### src/rtl/bcd_to_binary_pkg.sv
// Shared definitions for the BCD-to-binary display path: FSM state encoding,
// default sizing and the BCD radix.
package bcd_to_binary_pkg;

  localparam int DEF_BIT_SIZE = 20;
  localparam int DEF_DIGITS   = 6;
  localparam int BCD_RADIX    = 10;

  typedef logic [1:0] state_t;

  localparam state_t ST_IDLE   = 2'd0;
  localparam state_t ST_CONV   = 2'd1;
  localparam state_t ST_FINISH = 2'd2;

  // A nibble is a legal BCD digit only below the radix.
  function automatic logic bcd_digit_invalid(input logic [3:0] digit);
    return (digit > 4'(BCD_RADIX - 1));
  endfunction

endpackage : bcd_to_binary_pkg

### src/rtl/bcd_to_binary_mac.sv
// One Horner step of the BCD conversion: acc*10 + digit via shift-add, plus a
// flag for digits outside 0..9.
module bcd_mac_step
  import bcd_to_binary_pkg::*;
#(
  parameter int ACC_W = DEF_BIT_SIZE + 1
) (
  input  logic [ACC_W-1:0] acc,
  input  logic [3:0]       digit,
  output logic [ACC_W-1:0] acc_next,
  output logic             digit_invalid
);

  logic [ACC_W-1:0] times8_s;
  logic [ACC_W-1:0] times2_s;
  logic [ACC_W-1:0] digit_ext_s;

  assign times8_s    = acc << 3;
  assign times2_s    = acc << 1;
  assign digit_ext_s = {{(ACC_W-4){1'b0}}, digit};

  assign acc_next      = times8_s + times2_s + digit_ext_s;
  assign digit_invalid = bcd_digit_invalid(digit);

endmodule : bcd_mac_step

### src/rtl/bcd_to_binary.sv
// Sequential BCD to signed binary converter: one digit per clock, MSD first,
// with sign application and saturation to the signed BIT_SIZE range.
module bcd_to_binary
  import bcd_to_binary_pkg::*;
#(
  parameter int BIT_SIZE = DEF_BIT_SIZE,
  parameter int DIGITS   = DEF_DIGITS
) (
  input  logic                       clk,
  input  logic                       rst,
  input  logic                       start,
  input  logic [4*DIGITS-1:0]        bcd_in,
  input  logic                       negative,
  output logic signed [BIT_SIZE-1:0] number,
  output logic                       busy,
  output logic                       done,
  output logic                       error,
  output logic                       overflow
);

  localparam int ACC_W = BIT_SIZE + 1;
  localparam int IDX_W = (DIGITS > 1) ? $clog2(DIGITS) : 1;

  localparam logic [ACC_W-1:0] POS_MAX = {2'b00, {(BIT_SIZE-1){1'b1}}};
  localparam logic [ACC_W-1:0] NEG_MAG = {2'b01, {(BIT_SIZE-1){1'b0}}};
  localparam logic [IDX_W-1:0] IDX_TOP = IDX_W'(DIGITS - 1);

  state_t                     state_r;
  logic [4*DIGITS-1:0]        bcd_r;
  logic                       neg_r;
  logic [ACC_W-1:0]           acc_r;
  logic [IDX_W-1:0]           idx_r;
  logic                       invalid_r;
  logic signed [BIT_SIZE-1:0] number_r;
  logic                       busy_r;
  logic                       done_r;
  logic                       error_r;
  logic                       overflow_r;

  logic [3:0]                 digit_s;
  logic [ACC_W-1:0]           acc_next_s;
  logic                       digit_bad_s;
  logic [BIT_SIZE-1:0]        mag_s;
  logic signed [BIT_SIZE-1:0] res_number_s;
  logic                       res_error_s;
  logic                       res_overflow_s;

  assign digit_s = bcd_r[{idx_r, 2'b00} +: 4];
  assign mag_s   = acc_r[BIT_SIZE-1:0];

  bcd_mac_step #(
    .ACC_W (ACC_W)
  ) u_mac (
    .acc           (acc_r),
    .digit         (digit_s),
    .acc_next      (acc_next_s),
    .digit_invalid (digit_bad_s)
  );

  // Final result selection: invalid digits win, then saturation, then signed value.
  always_comb begin
    res_number_s   = '0;
    res_error_s    = 1'b0;
    res_overflow_s = 1'b0;
    if (invalid_r) begin
      res_error_s = 1'b1;
    end else if (!neg_r && (acc_r > POS_MAX)) begin
      res_number_s   = POS_MAX[BIT_SIZE-1:0];
      res_overflow_s = 1'b1;
    end else if (neg_r && (acc_r > NEG_MAG)) begin
      res_number_s   = NEG_MAG[BIT_SIZE-1:0];
      res_overflow_s = 1'b1;
    end else if (neg_r) begin
      // Two's-complement negation also maps -0 to 0 and -2^(BIT_SIZE-1) to itself.
      res_number_s = -mag_s;
    end else begin
      res_number_s = mag_s;
    end
  end

  // Conversion FSM, operand latches and registered outputs.
  always_ff @(posedge clk or posedge rst) begin
    if (rst) begin
      state_r    <= ST_IDLE;
      bcd_r      <= '0;
      neg_r      <= 1'b0;
      acc_r      <= '0;
      idx_r      <= '0;
      invalid_r  <= 1'b0;
      number_r   <= '0;
      busy_r     <= 1'b0;
      done_r     <= 1'b0;
      error_r    <= 1'b0;
      overflow_r <= 1'b0;
    end else begin
      done_r <= 1'b0;
      case (state_r)
        ST_IDLE: begin
          if (start) begin
            bcd_r     <= bcd_in;
            neg_r     <= negative;
            acc_r     <= '0;
            idx_r     <= IDX_TOP;
            invalid_r <= 1'b0;
            busy_r    <= 1'b1;
            state_r   <= ST_CONV;
          end
        end
        ST_CONV: begin
          acc_r     <= acc_next_s;
          invalid_r <= invalid_r | digit_bad_s;
          if (idx_r == {IDX_W{1'b0}}) begin
            state_r <= ST_FINISH;
          end else begin
            idx_r <= idx_r - IDX_W'(1);
          end
        end
        ST_FINISH: begin
          number_r   <= res_number_s;
          error_r    <= res_error_s;
          overflow_r <= res_overflow_s;
          done_r     <= 1'b1;
          busy_r     <= 1'b0;
          state_r    <= ST_IDLE;
        end
        default: begin
          busy_r  <= 1'b0;
          state_r <= ST_IDLE;
        end
      endcase
    end
  end

  assign number   = number_r;
  assign busy     = busy_r;
  assign done     = done_r;
  assign error    = error_r;
  assign overflow = overflow_r;

endmodule : bcd_to_binary

### config.mk
export PLATFORM = sky130hd
export DESIGN_NAME = bcd_to_binary
export DESIGN_NICKNAME = d
export VERILOG_FILES = /design/src/rtl/bcd_to_binary_pkg.sv /design/src/rtl/bcd_to_binary_mac.sv /design/src/rtl/bcd_to_binary.sv
export SDC_FILE = /design/constraint.sdc
export NUM_CORES = 1
export LEC_CHECK = 0
export ABC_AREA = 1
export CORE_MARGIN = 8
export CORE_UTILIZATION = 58
export CTS_CLUSTER_DIAMETER = 100
export DETAILED_ROUTE_END_ITERATION = 7
export GPL_TIMING_DRIVEN = 0
export PLACE_DENSITY_LB_ADDON = 0.25
export SLEW_MARGIN = 10
export SYNTH_ARGS = -nofsm -noshare
export SYNTH_HDL_FRONTEND = slang
export SYNTH_SLANG_ARGS = --single-unit
### constraint.sdc
create_clock -name clk -period 3.45 [get_ports clk]
set_input_delay 0.345 -clock clk [delete_from_list [all_inputs] [get_ports clk]]
set_output_delay 0.345 -clock clk [all_outputs]
set_load 0.05 [all_outputs]
==> results of run 1 <==
[logic make-up (layout without fill, tap and decap cells)]
| kind of cell | count (synthesis) | count (layout) | share of synthesized area |
|---|---|---|---|
| AOI/OAI and AO/OA | 95 | 95 | 0.100 |
| xor gates and xnor gates | 15 | 15 | 0.0257 |
| adders and majority gates | 42 | 42 | 0.106 |
| buffers and inverters | 74 | 142 | 0.0567 |
| DFF | 76 | 76 | 0.372 |
| muxes | 23 | 23 | 0.0506 |
| and+or+nand+nor | 356 | 356 | 0.290 |
[stage by stage]
| step | hold slack [ns] | worst slack (ns) | instances | cell area (µm²) |
|---|---|---|---|---|
| final | 0.298 | 0.215 | 857 | 6010 |
| after global routing | 0.331 | 0.00374 | 857 | 6010 |
| after CTS | 0.301 | 0.193 | 857 | 6000 |
| after detailed placement | 0.467 | 0.235 | 841 | 5790 |
| after global placement | 0.437 | -0.0134 | 840 | 5760 |
| after floorplan | 0.424 | 0.681 | 681 | 5120 |
[layer usage]
layer | GRT usage | vias up | share of wire
li1 | - | 2353 | -
met1 | 0.322 | 2313 | 0.45
met2 | 0.388 | 142 | 0.47
met4 | 0.0636 | 0 | 0.013
met3 | 0.0487 | 14 | 0.062
met5 | 0 | - | 0
[sequential cells by signal, indices dropped and copies added, names as in the netlist]
name       count
acc_r         21
bcd_r         24
busy           1
done           1
error          1
idx_r          3
invalid_r      1
neg_r          1
number        20
overflow       1
state_r        2
[worst paths after layout]
check | startpoint | to | slack, ns | depth (start not counted)
max | idx_r[0] | acc_r[15] | 0.22 | 19
min | rst | number[19] | 0.30 | 2
max reg2reg | idx_r[0] | acc_r[15] | 0.22 | 19
min reg2reg | state_r[0] | done | 0.48 | 1
max in group asynchronous | rst | bcd_r[20] | 2.59 | 3
min in group clk | state_r[0] | done | 0.48 | 1
[synthesized netlist by cell type (all sizes together)]
master	count
xor2	15
or2	1
nor4	2
nor3	5
buf	9
and2	2
clkbuf	5
nand2	216
a21oi	25
dfrtp	76
nand4	6
o211ai	2
a21o	1
mux2	23
nand3b	5
o21ai	57
clkinv	1
nand3	43
o21bai	4
inv	59
ha	40
o22ai	6
fa	2
nor2	76
[worst register-to-register path: cells and delay by family, from the launching register on]
family / cells / cell delay [ns]
simple gates: 11 / 0.95
fa+ha+maj: 2 / 0.78
compound gates: 2 / 0.49
buf+inv: 4 / 0.47
flops: 1 / 0.42
[area by class of cell]
type / count / area [µm²]
flip-flops and latches: 76 / 1900
multi-input cells: 531 / 2930
fillers: 758 / 2630
well taps: 108 / 135
inverters: 60 / 229
clock buffers: 10 / 138
plain buffers: 14 / 66.3
clock inverters: 6 / 68.8
repair buffers: 52 / 538
==> flow_summary.toml, run 1 <==
[status]
outcome = "complete, no violations"

[drt]
drt-total-wl_um = 13600
antenna_left = 0
routedWlPerCell_um = 15.9
drt_iter0_drc = 329
drc = 0
avgViaCountPerCell = 5.63
drtPass1Iterations = 5
dr_total_vias = 4822

[place]
portBuffers = 51
routabilityCongestion = 0.933
place_hpwl_um = 10700

[final_layout]
mostFrequentLayoutCells = "nand2_1 (214), dfrtp_1 (76), nor2_1 (73)"
synthToLayoutAreaGrowth_pct = 17.4
drive_gt1_frac = 0.0908
antenna_cells = 0
final_common_cell = "nand2_1"
fin_util = 0.695
fin_nets = 814

[setup_path]
max_stage_delay_ns = 0.47
worst-path-buf-inv = 4
cp-start-kind = "register"
worst_ep_arrival_time_ns = 3.49
crit_family = "simple AND/OR/NAND/NOR gates"
worstPathMaxFanout = 11
end_kind = "register"
worstPathCellList = "inv_1, buf_4, nor2_1, o22ai_1, nand2_1, nand2_1, inv_1, fa_1, inv_1, ha_1, nand2_1, nand2_1, nand2_1, o21ai_1, nand3_1, nand2_1, nand2_1, nand3_1, nand2_1"
crit_slowest_cell = "fa_1"
path_class = "register to register"
crit_top_cell = "nand2_1"
crit_required_ns = 3.70

[min_path]
hp-class = "input port to asynchronous set/reset pin"

[clock_network]
path_clk_slew_ns = 0.09
postCtsSetupRepairBufs = 0
cts_resized = 0
cts_tree = "done"
cts_made_buffers = 9
cts-htree-levels = 3
cts_buffer_depth = 2
clock-sinks = 76
hold_buffers = 0
cts-root-buf = "clkbuf_8"
insertion_delay_ns = 0.36

[grt]
grt_util_all_layers = 0.241
grt-ovfl-total = 0
grt_pass1_vias = 4600
antenna_found_initial = 0
grt_first_pass_wirelength_um = 22700
grt_start_max_net_pins = 52

[floorplan]
die_w_um = 110
row_count = 34
fp.dieH_um = 110
core_um2 = 8640
start_util = 0.592
num_io_pins = 52
dieArea_um2 = 12100

[timing]
min_period_ns = 3.23
hold_violations = 0
tightestPinTransition_ns = 0.601
fmax_mhz = 309
relSlewSlack = 0.599
fin_skew_ns = 0.00896
rsz0062_at_grt = "no"
finalCritPeriodShare = 0.938
tns_ns = 0
finalMaxSlewViolations = 0
finalSetupViolCount = 0

[job]
cap_violations = 0

[synthesis]
yosysTopAreaCellShare = 0.372
yosys_warnings = 0
syn_area_per_cell_um2 = 7.51
syn-cell-area_um2 = 5120
synthTopCellsByArea = "dfrtp_1 (37%), nand2_1 (16%), ha_1 (9.8%)"
synthCells = 681
seq_area_frac_synth = 0.372
yosysTopAreaCell = "dfrtp_1"
syn-num-nets = 751
synth_cell_type_count = 33
synth-seq-cells = 76
Power of run 1 is left out: the tool's default activity adds up to more than one toggle a clock period on the data nets, which glitch-free logic cannot reach.
==> run 2: changes to the inputs <==
Settings changed: ABC_CLOCK_PERIOD_IN_PS set to 3450, CORE_UTILIZATION 58 to 55.
==> flow_summary.toml, run 2 (same netlist as run 1, synthesis figures left out) <==
[status]
outcome = "complete, no violations"

[floorplan]
core_um2 = 9150
num_io_pins = 52
row_count = 35
dieArea_um2 = 12600
start_util = 0.559
die_w_um = 112
fp.dieH_um = 112

[setup_path]
end_kind = "register"
cp-start-kind = "register"
crit_top_cell = "nand2_1"
worst_ep_arrival_time_ns = 3.41
crit_required_ns = 3.68
max_stage_delay_ns = 0.49
worstPathCellList = "inv_1, clkbuf_4, nor2_1, o22ai_1, nand2_1, nand2_1, inv_1, fa_1, inv_1, fa_1, nand2_1, nand3_1, nand2_1, o21ai_1, o21ai_0, o21ai_0"
path_class = "register to register"
crit_slowest_cell = "fa_1"
worstPathMaxFanout = 11

[clock_network]
cts-root-buf = "clkbuf_8"
clock-sinks = 76
cts_made_buffers = 9
postCtsSetupRepairBufs = 0
path_clk_slew_ns = 0.09
cts_buffer_depth = 2
cts-htree-levels = 3
insertion_delay_ns = 0.35
cts_tree = "done"

[job]
cap_violations = 0

[timing]
finalMaxSlewViolations = 0
fin_skew_ns = 0.0106
rsz0062_at_grt = "no"
whs_ns = 0.380
finalCritPeriodShare = 0.921
fmax_mhz = 315
tightestPinTransition_ns = 0.565
hold_violations = 0
relSlewSlack = 0.624
tns_ns = 0
finalSetupViolCount = 0
min_period_ns = 3.18

[drt]
dr_total_vias = 4724
drc = 0
routedWlPerCell_um = 15.4
drt_iter0_drc = 278
avgViaCountPerCell = 5.49
antenna_left = 0
drtPass1Iterations = 5
drt-total-wl_um = 13300

[min_path]
hp-class = "input port to asynchronous set/reset pin"

[grt]
antenna_found_initial = 0
grt-ovfl-total = 0
grt_util_all_layers = 0.215
grt_pass1_vias = 4653
grt_start_max_net_pins = 40
grt_first_pass_wirelength_um = 22300

[final_layout]
regMostFlops = "bcd_r"
mostFrequentLayoutCells = "nand2_1 (214), dfrtp_1 (76), nor2_1 (73)"
final_cell_area_um2 = 6030
fin_nets = 814
drive_gt1_frac = 0.0908
synthToLayoutAreaGrowth_pct = 17.9
antenna_cells = 0
final_common_cell = "nand2_1"
fin_util = 0.659
largest_reg_flops = 24

[place]
portBuffers = 51
place_hpwl_um = 10400
dpl_cell_area_um2 = 5790
routabilityCongestion = 0.946
-- run 2: stage by stage --
stage                     worst slack (ns)  cells
after floorplan                      0.681    681
after global placement             -0.0408    843
after detailed placement             0.239    844
after CTS                            0.213    860
after global routing                0.0157    860
final                                0.274    860
-- run 2: final timing paths --
kind                              to  slack (ns)        from  depth (start not counted)
max                         acc_r[8]        0.27    idx_r[0]                         16
min                        number[6]        0.38         rst                          2
max reg2reg                 acc_r[8]        0.27    idx_r[0]                         16
min reg2reg                     done        0.47  state_r[0]                          1
max in group asynchronous   idx_r[1]        2.49         rst                          3
min in group clk                done        0.47  state_r[0]                          1
-- run 2: what timing repair did --
item	in CTS	in global routing
resized for setup	0	2
hold buffers	0	0
setup endpoints to repair	0	1
-- run 2: layout make-up --
class	instances	area, µm²
Clock inverter	6	96.3
Clock buffer	10	138
Multi-Input combinational cell	531	2930
Timing Repair Buffer	52	531
Buffer	14	66.3
Sequential cell	76	1900
Inverter	60	229
Tap cell	111	139
Fill cell	805	3120
-- run 2: routing by layer --
layer	routed length, µm	part of all wire	global-route usage	vias to the layer above
li1	-	-	-	2362
met1	6150	0.46	0.286	2216
met2	6230	0.47	0.357	131
met3	680	0.051	0.0295	15
met4	204	0.015	0.0612	0
met5	0	0	0	-
-- run 2: critical path, delay by kind of cell (launching register included) --
kind / cells / cell delay, ns
DFF: 1 / 0.42
AOI/OAI and AO/OA: 4 / 0.66
buffers and inverters: 4 / 0.49
and+or+nand+nor: 6 / 0.53
adders and majority gates: 2 / 0.97
Power of run 2 is left out for the same reason.
==> run 3: changes to the inputs <==
Settings changed: SLEW_MARGIN 10 to 20.
==> results of run 3 <==
Same layout as run 2: the final DEF is identical, and so are final timing and power.
Power of run 3 is left out for the same reason.
==> patch 1, RTL diff (settings of run 3) <==
Register the inputs `start`, `bcd_in` and `negative` before use. The logic sees them one clock later.
--- a/src/rtl/bcd_to_binary.sv
+++ b/src/rtl/bcd_to_binary.sv
@@ -25,4 +25,14 @@
   localparam logic [ACC_W-1:0] NEG_MAG = {2'b01, {(BIT_SIZE-1){1'b0}}};
   localparam logic [IDX_W-1:0] IDX_TOP = IDX_W'(DIGITS - 1);
+
+  logic start_q;
+  logic [4*DIGITS-1:0] bcd_q;
+  logic negative_q;
+
+  always_ff @(posedge clk) begin
+    start_q    <= start;
+    bcd_q      <= bcd_in;
+    negative_q <= negative;
+  end
 
   state_t                     state_r;
@@ -97,7 +107,7 @@
       case (state_r)
         ST_IDLE: begin
-          if (start) begin
-            bcd_r     <= bcd_in;
-            neg_r     <= negative;
+          if (start_q) begin
+            bcd_r     <= bcd_q;
+            neg_r     <= negative_q;
             acc_r     <= '0;
             idx_r     <= IDX_TOP;
Behaviour: not the same (a bounded check fails within 4 cycles, from zero or initial values and one cycle with rst high).
==> patch 1 against run 3 <==
- routed wire length up 2.3%
- maximum frequency rose by 1.2%
- synthesized area rose by 12%
- sequential cell count increased by 26
- critical path type unchanged
- critical path depth is 5 higher
- via count up 2.2%
- final area rose by 10%
- setup slack improved by 0.038 ns
- sequential share of layout area is 4.9 points higher
Power is not shown: default switching activity piles up to over one toggle a cycle in this logic, so the estimate is an artifact.
==> patch 1: results (changes against run 3) <==
[run_status]
outcome=finished, final reports clean  ; unchanged

[yosys]
async_flop_share_pct=74.51  ; was 100.0%
syn_nets=770  ; was 751
yosys_warnings=0  ; unchanged
ys_types=40  ; was 33
synthCells=700  ; was 681
ys_top_cells_by_count=196 x nand2_1, 76 x dfrtp_1, 69 x nor2_1, 59 x inv_1, 42 x nand3_1  ; was 214 x nand2_1, 76 x dfrtp_1, 73 x nor2_1, 52 x inv_1, 42 x nand3_1
ys.flop_type=dfrtp_1  ; unchanged
ys_seq_area_share_pct=42.25  ; was 37.17%
synth_area_leaders=dfrtp_1 33%, nand2_1 13%, dfxtp_1 9.1%  ; was dfrtp_1 37%, nand2_1 16%, ha_1 9.8%

[final_layout]
drive_above_1_share_pct=11.98  ; was 9.079%
antenna_cells=0  ; unchanged
reg_top3=bcd_q (24), bcd_r (24), acc_r (21)
fin_nets=833  ; was 814
layout.cells.non_filler=904  ; was 860
fillers=880  ; was 805

[place]
place.gp.congestion=0.8762  ; was 0.9461
placedCellCount=888  ; was 844
port_buffers=51  ; unchanged
place_ws_ns=0.2745  ; was 0.2385 ns
dp_hpwl_um=10880  ; was 10,360 um
post_dp_cell_area_mm2=0.006444  ; was 0.005788 mm^2

[setup_path]
cp_max_fo=11  ; unchanged
crit_family=simple AND/OR/NAND/NOR gates  ; was adder cells
reg2reg_setup_slack_ns=0.31  ; was 0.27 ns
critPathMaxStageDelay_ns=0.47  ; was 0.49 ns
cp_slowest_cell=fa_1  ; unchanged
arrival_ns=3.40  ; was 3.41 ns

[clock_tree]
h-tree-depth=3  ; unchanged
clk_path_buf_depth=2  ; unchanged
clock-root-buffer=clkbuf_8  ; unchanged
path_clk_slew_ns=0.11  ; was 0.09 ns
cts_buffers=9  ; unchanged
clk-insertion-delay-late_ns=0.37  ; was 0.35 ns

[drt]
wire_per_inst_um=15.01  ; was 15.42 um
num_vias=4829  ; was 4,724
drt_iter0_drc=266  ; was 278
firstDrtPassIters=6  ; was 5

[sta]
finClkSkew_ns=0.01615  ; was 0.01063 ns
fin_crit_sh_pct=90.95  ; was 92.05%
slew-limit-headroom_pct=58.62  ; was 62.35%
hold_slack_ns=0.3122  ; was 0.3803 ns

[global_route]
grt_pass1_wl_um=23370  ; was 22,270 um
grt_max_degree=47  ; was 40
track_usage_pct=20.25  ; was 21.52%
antenna_found_initial=0  ; unchanged

[hold_path]
min_path_type=input pin to asynchronous set/reset pin  ; unchanged

==> patch 1: layout make-up <==
| cell class | count | area [um^2] | share of cell area (%) |
|---|---|---|---|
| Buffer | 13 | 85.08 | 1.278 |
| Clock buffer | 10 | 137.6 | 2.067 |
| Clock inverter | 6 | 67.56 | 1.015 |
| Inverter | 67 | 259.0 | 3.890 |
| Multi-Input combinational cell | 518 | 2978 | 44.72 |
| Sequential cell | 102 | 2424 | 36.40 |
| Tap cell | 136 | 170.2 | 2.555 |
| Timing Repair Buffer | 52 | 538.0 | 8.080 |
==> patch 1: logic make-up after synthesis <==
family | after synthesis | synth area share (%)
flip-flops | 102 | 42.25
adder cells (fa/ha/maj) | 42 | 9.428
AO/OA/AOI/OAI | 83 | 7.770
XOR/XNOR | 17 | 2.597
AND/OR/NAND/NOR | 354 | 27.72
multiplexers | 22 | 4.321
buffers and inverters | 80 | 5.914
==> patch 1: worst paths after layout <==
kind	cells past startpoint	start	end
setup / recovery	21	idx_r[0]	acc_r[17]
hold / removal	2	rst	number[18]
setup reg to reg	21	idx_r[0]	acc_r[17]
hold reg to reg	1	bcd_q[13]	bcd_r[13]
max in group asynchronous	3	rst	idx_r[0]
min in group clk	1	bcd_in[12]	bcd_q[12]
==> patch 1: per-layer routing <==
layer / global-route usage, % / vias to the layer above / wire length, um / share of wire [%]
met1: 26.49 / 2247 / 6205 / 46
met5: 0 / - / 0 / 0
met3: 4.940 / 22 / 785 / 5.8
met4: 6.245 / 0 / 250 / 1.8
li1: - / 2413 / - / -
met2: 32.26 / 147 / 6331 / 47
==> patch 1: repair_timing <==
action,4_1_cts,5_1_grt
buffers inserted,0,0
gates resized for setup,0,4
setup endpoints to repair,0,6
==> patch 2, RTL diff (config.mk and constraints of run 3) <==
Without the edit above. The package constant `DEF_DIGITS` goes from 6 to 5.
--- a/src/rtl/bcd_to_binary_pkg.sv
+++ b/src/rtl/bcd_to_binary_pkg.sv
@@ -4,5 +4,5 @@
 
   localparam int DEF_BIT_SIZE = 20;
-  localparam int DEF_DIGITS   = 6;
+  localparam int DEF_DIGITS   = 5;
   localparam int BCD_RADIX    = 10;
 
Ports: changed (resized bcd_in); port bits go from 52 to 48. The function was not compared with the original's and may differ.
==> patch 2 against run 3 <==
- setup slack improved by 0.0078 ns
- routed wire length shrank 3.2%
- via count shrank 0.72%
- sequential cell count is 4 lower
- final area is 2.9% lower
- clock skew is 0.0088 ns higher
- synthesized area decreased by 2.5%
- highest routed layer unchanged
Power is not shown: default switching activity piles up to over one toggle a cycle in this logic, so the estimate is an artifact.
==> patch 2: results (changes against run 3) <==
[yosys]
ys_top_cells_by_count=239 x nand2_1, 72 x dfrtp_1, 65 x nor2_1, 62 x inv_1, 60 x nand3_1  ; was 214 x nand2_1, 76 x dfrtp_1, 73 x nor2_1, 52 x inv_1, 42 x nand3_1
synth_compound_area_share_pct=7.779  ; was 10.00%
synthMuxAreaShare_pct=3.614  ; was 5.062%
synth_area_leaders=dfrtp_1 36%, nand2_1 18%, ha_1 10%  ; was dfrtp_1 37%, nand2_1 16%, ha_1 9.8%
synth_xor_area_share_pct=1.932  ; was 2.568%
ys_types=35  ; was 33
synthAdderAreaFrac_pct=10.84  ; was 10.56%

[place]
place.gp.congestion=0.9471  ; was 0.9461
dp_hpwl_um=10110  ; was 10,360 um

[setup_path]
arrival_ns=3.42  ; was 3.41 ns
r2r-end=acc_r[18]  ; was acc_r[8]
rr_worst_depth=19  ; was 16

[final_layout]
fin_nets=812  ; was 814
drive_above_1_share_pct=7.190  ; was 9.079%
regMostFlops=acc_r  ; was bcd_r

[drt]
num_vias=4690  ; was 4,724
drt_iter0_drc=268  ; was 278
wire_per_inst_um=14.95  ; was 15.42 um

[global_route]
grt_pass1_wl_um=21810  ; was 22,270 um
grt_max_degree=53  ; was 40
grt_pass1_vias=4557  ; was 4,653

[sta]
finClkSkew_ns=0.01944  ; was 0.01063 ns
slew-limit-headroom_pct=64.45  ; was 62.35%
timing.fmax_mhz=315.7  ; was 314.9 MHz

[run_status]
outcome=finished, final reports clean  ; unchanged

patch 2: worst max-delay path, cell delays in order (launching register included):
cell	delay, ns
dfrtp_1	0.36
buf_2	0.17
inv_1	0.11
buf_4	0.18
nand2_1	0.06
nand3_1	0.07
nand3_1	0.11
o31ai_1	0.12
inv_1	0.09
fa_1	0.49
inv_1	0.08
fa_2	0.43
nand3_1	0.10
nand3_1	0.13
nand2_1	0.10
nand2_1	0.12
nand2_1	0.10
nand3b_1	0.07
nand3_1	0.12
nand2_1	0.06
patch 2: metrics by stage:
step,utilization (%),cells,hold WS [ns],worst slack (ns)
6_report,66.78,859,0.2862,0.2820
5_1_grt,66.78,859,0.2994,0.03778
4_1_cts,66.75,859,0.2880,0.2251
3_5_place_dp,64.15,843,0.4603,0.2314
3_3_place_gp,63.81,842,0.4430,0.1522
2_1_floorplan,-,687,0.4270,0.6719
patch 2: cell families after synthesis:
| kind of cell | after synthesis |
|---|---|
| AO/OA/AOI/OAI | 71 |
| XOR/XNOR | 11 |
| adder cells (fa/ha/maj) | 42 |
| buffers and inverters | 83 |
| flip-flops | 72 |
| multiplexers | 16 |
| AND/OR/NAND/NOR | 392 |
patch 2: what timing repair did:
action / CTS / global route
hold buffers: 0 / 0
setup buffers: 0 / 0
gates resized for setup: 0 / 1
endpoints found under the setup margin: 0 / 3
patch 2: layout make-up:
class                           count  share of cell area, %
Multi-Input combinational cell    532                  48.71
Sequential cell                    72                  30.79
Timing Repair Buffer               48                  8.510
Inverter                           67                  4.362
Clock buffer                       11                  2.416
Tap cell                          108                  2.309
Clock inverter                      5                  1.475
Buffer                             16                  1.433
patch 2: worst max path at each step:
stage	start	endpoint	slack (ns)	cells past startpoint
floorplan	idx_r[0]	acc_r[18]	0.67	19
CTS	idx_r[0]	acc_r[14]	0.23	19
global route	idx_r[0]	acc_r[14]	0.04	20
global placement	rst	bcd_r[13]	0.15	2
finish	idx_r[0]	acc_r[18]	0.28	19
detailed placement	idx_r[0]	acc_r[18]	0.23	19
patch 2: routing by layer:
| layer | wire length (um) | vias up | part of all wire (%) |
|---|---|---|---|
| met1 | 5709 | 2172 | 44 |
| met5 | 0 | - | 0 |
| met4 | 303 | 0 | 2.4 |
| met3 | 960 | 23 | 7.5 |
| met2 | 5871 | 149 | 46 |
| li1 | - | 2346 | - |
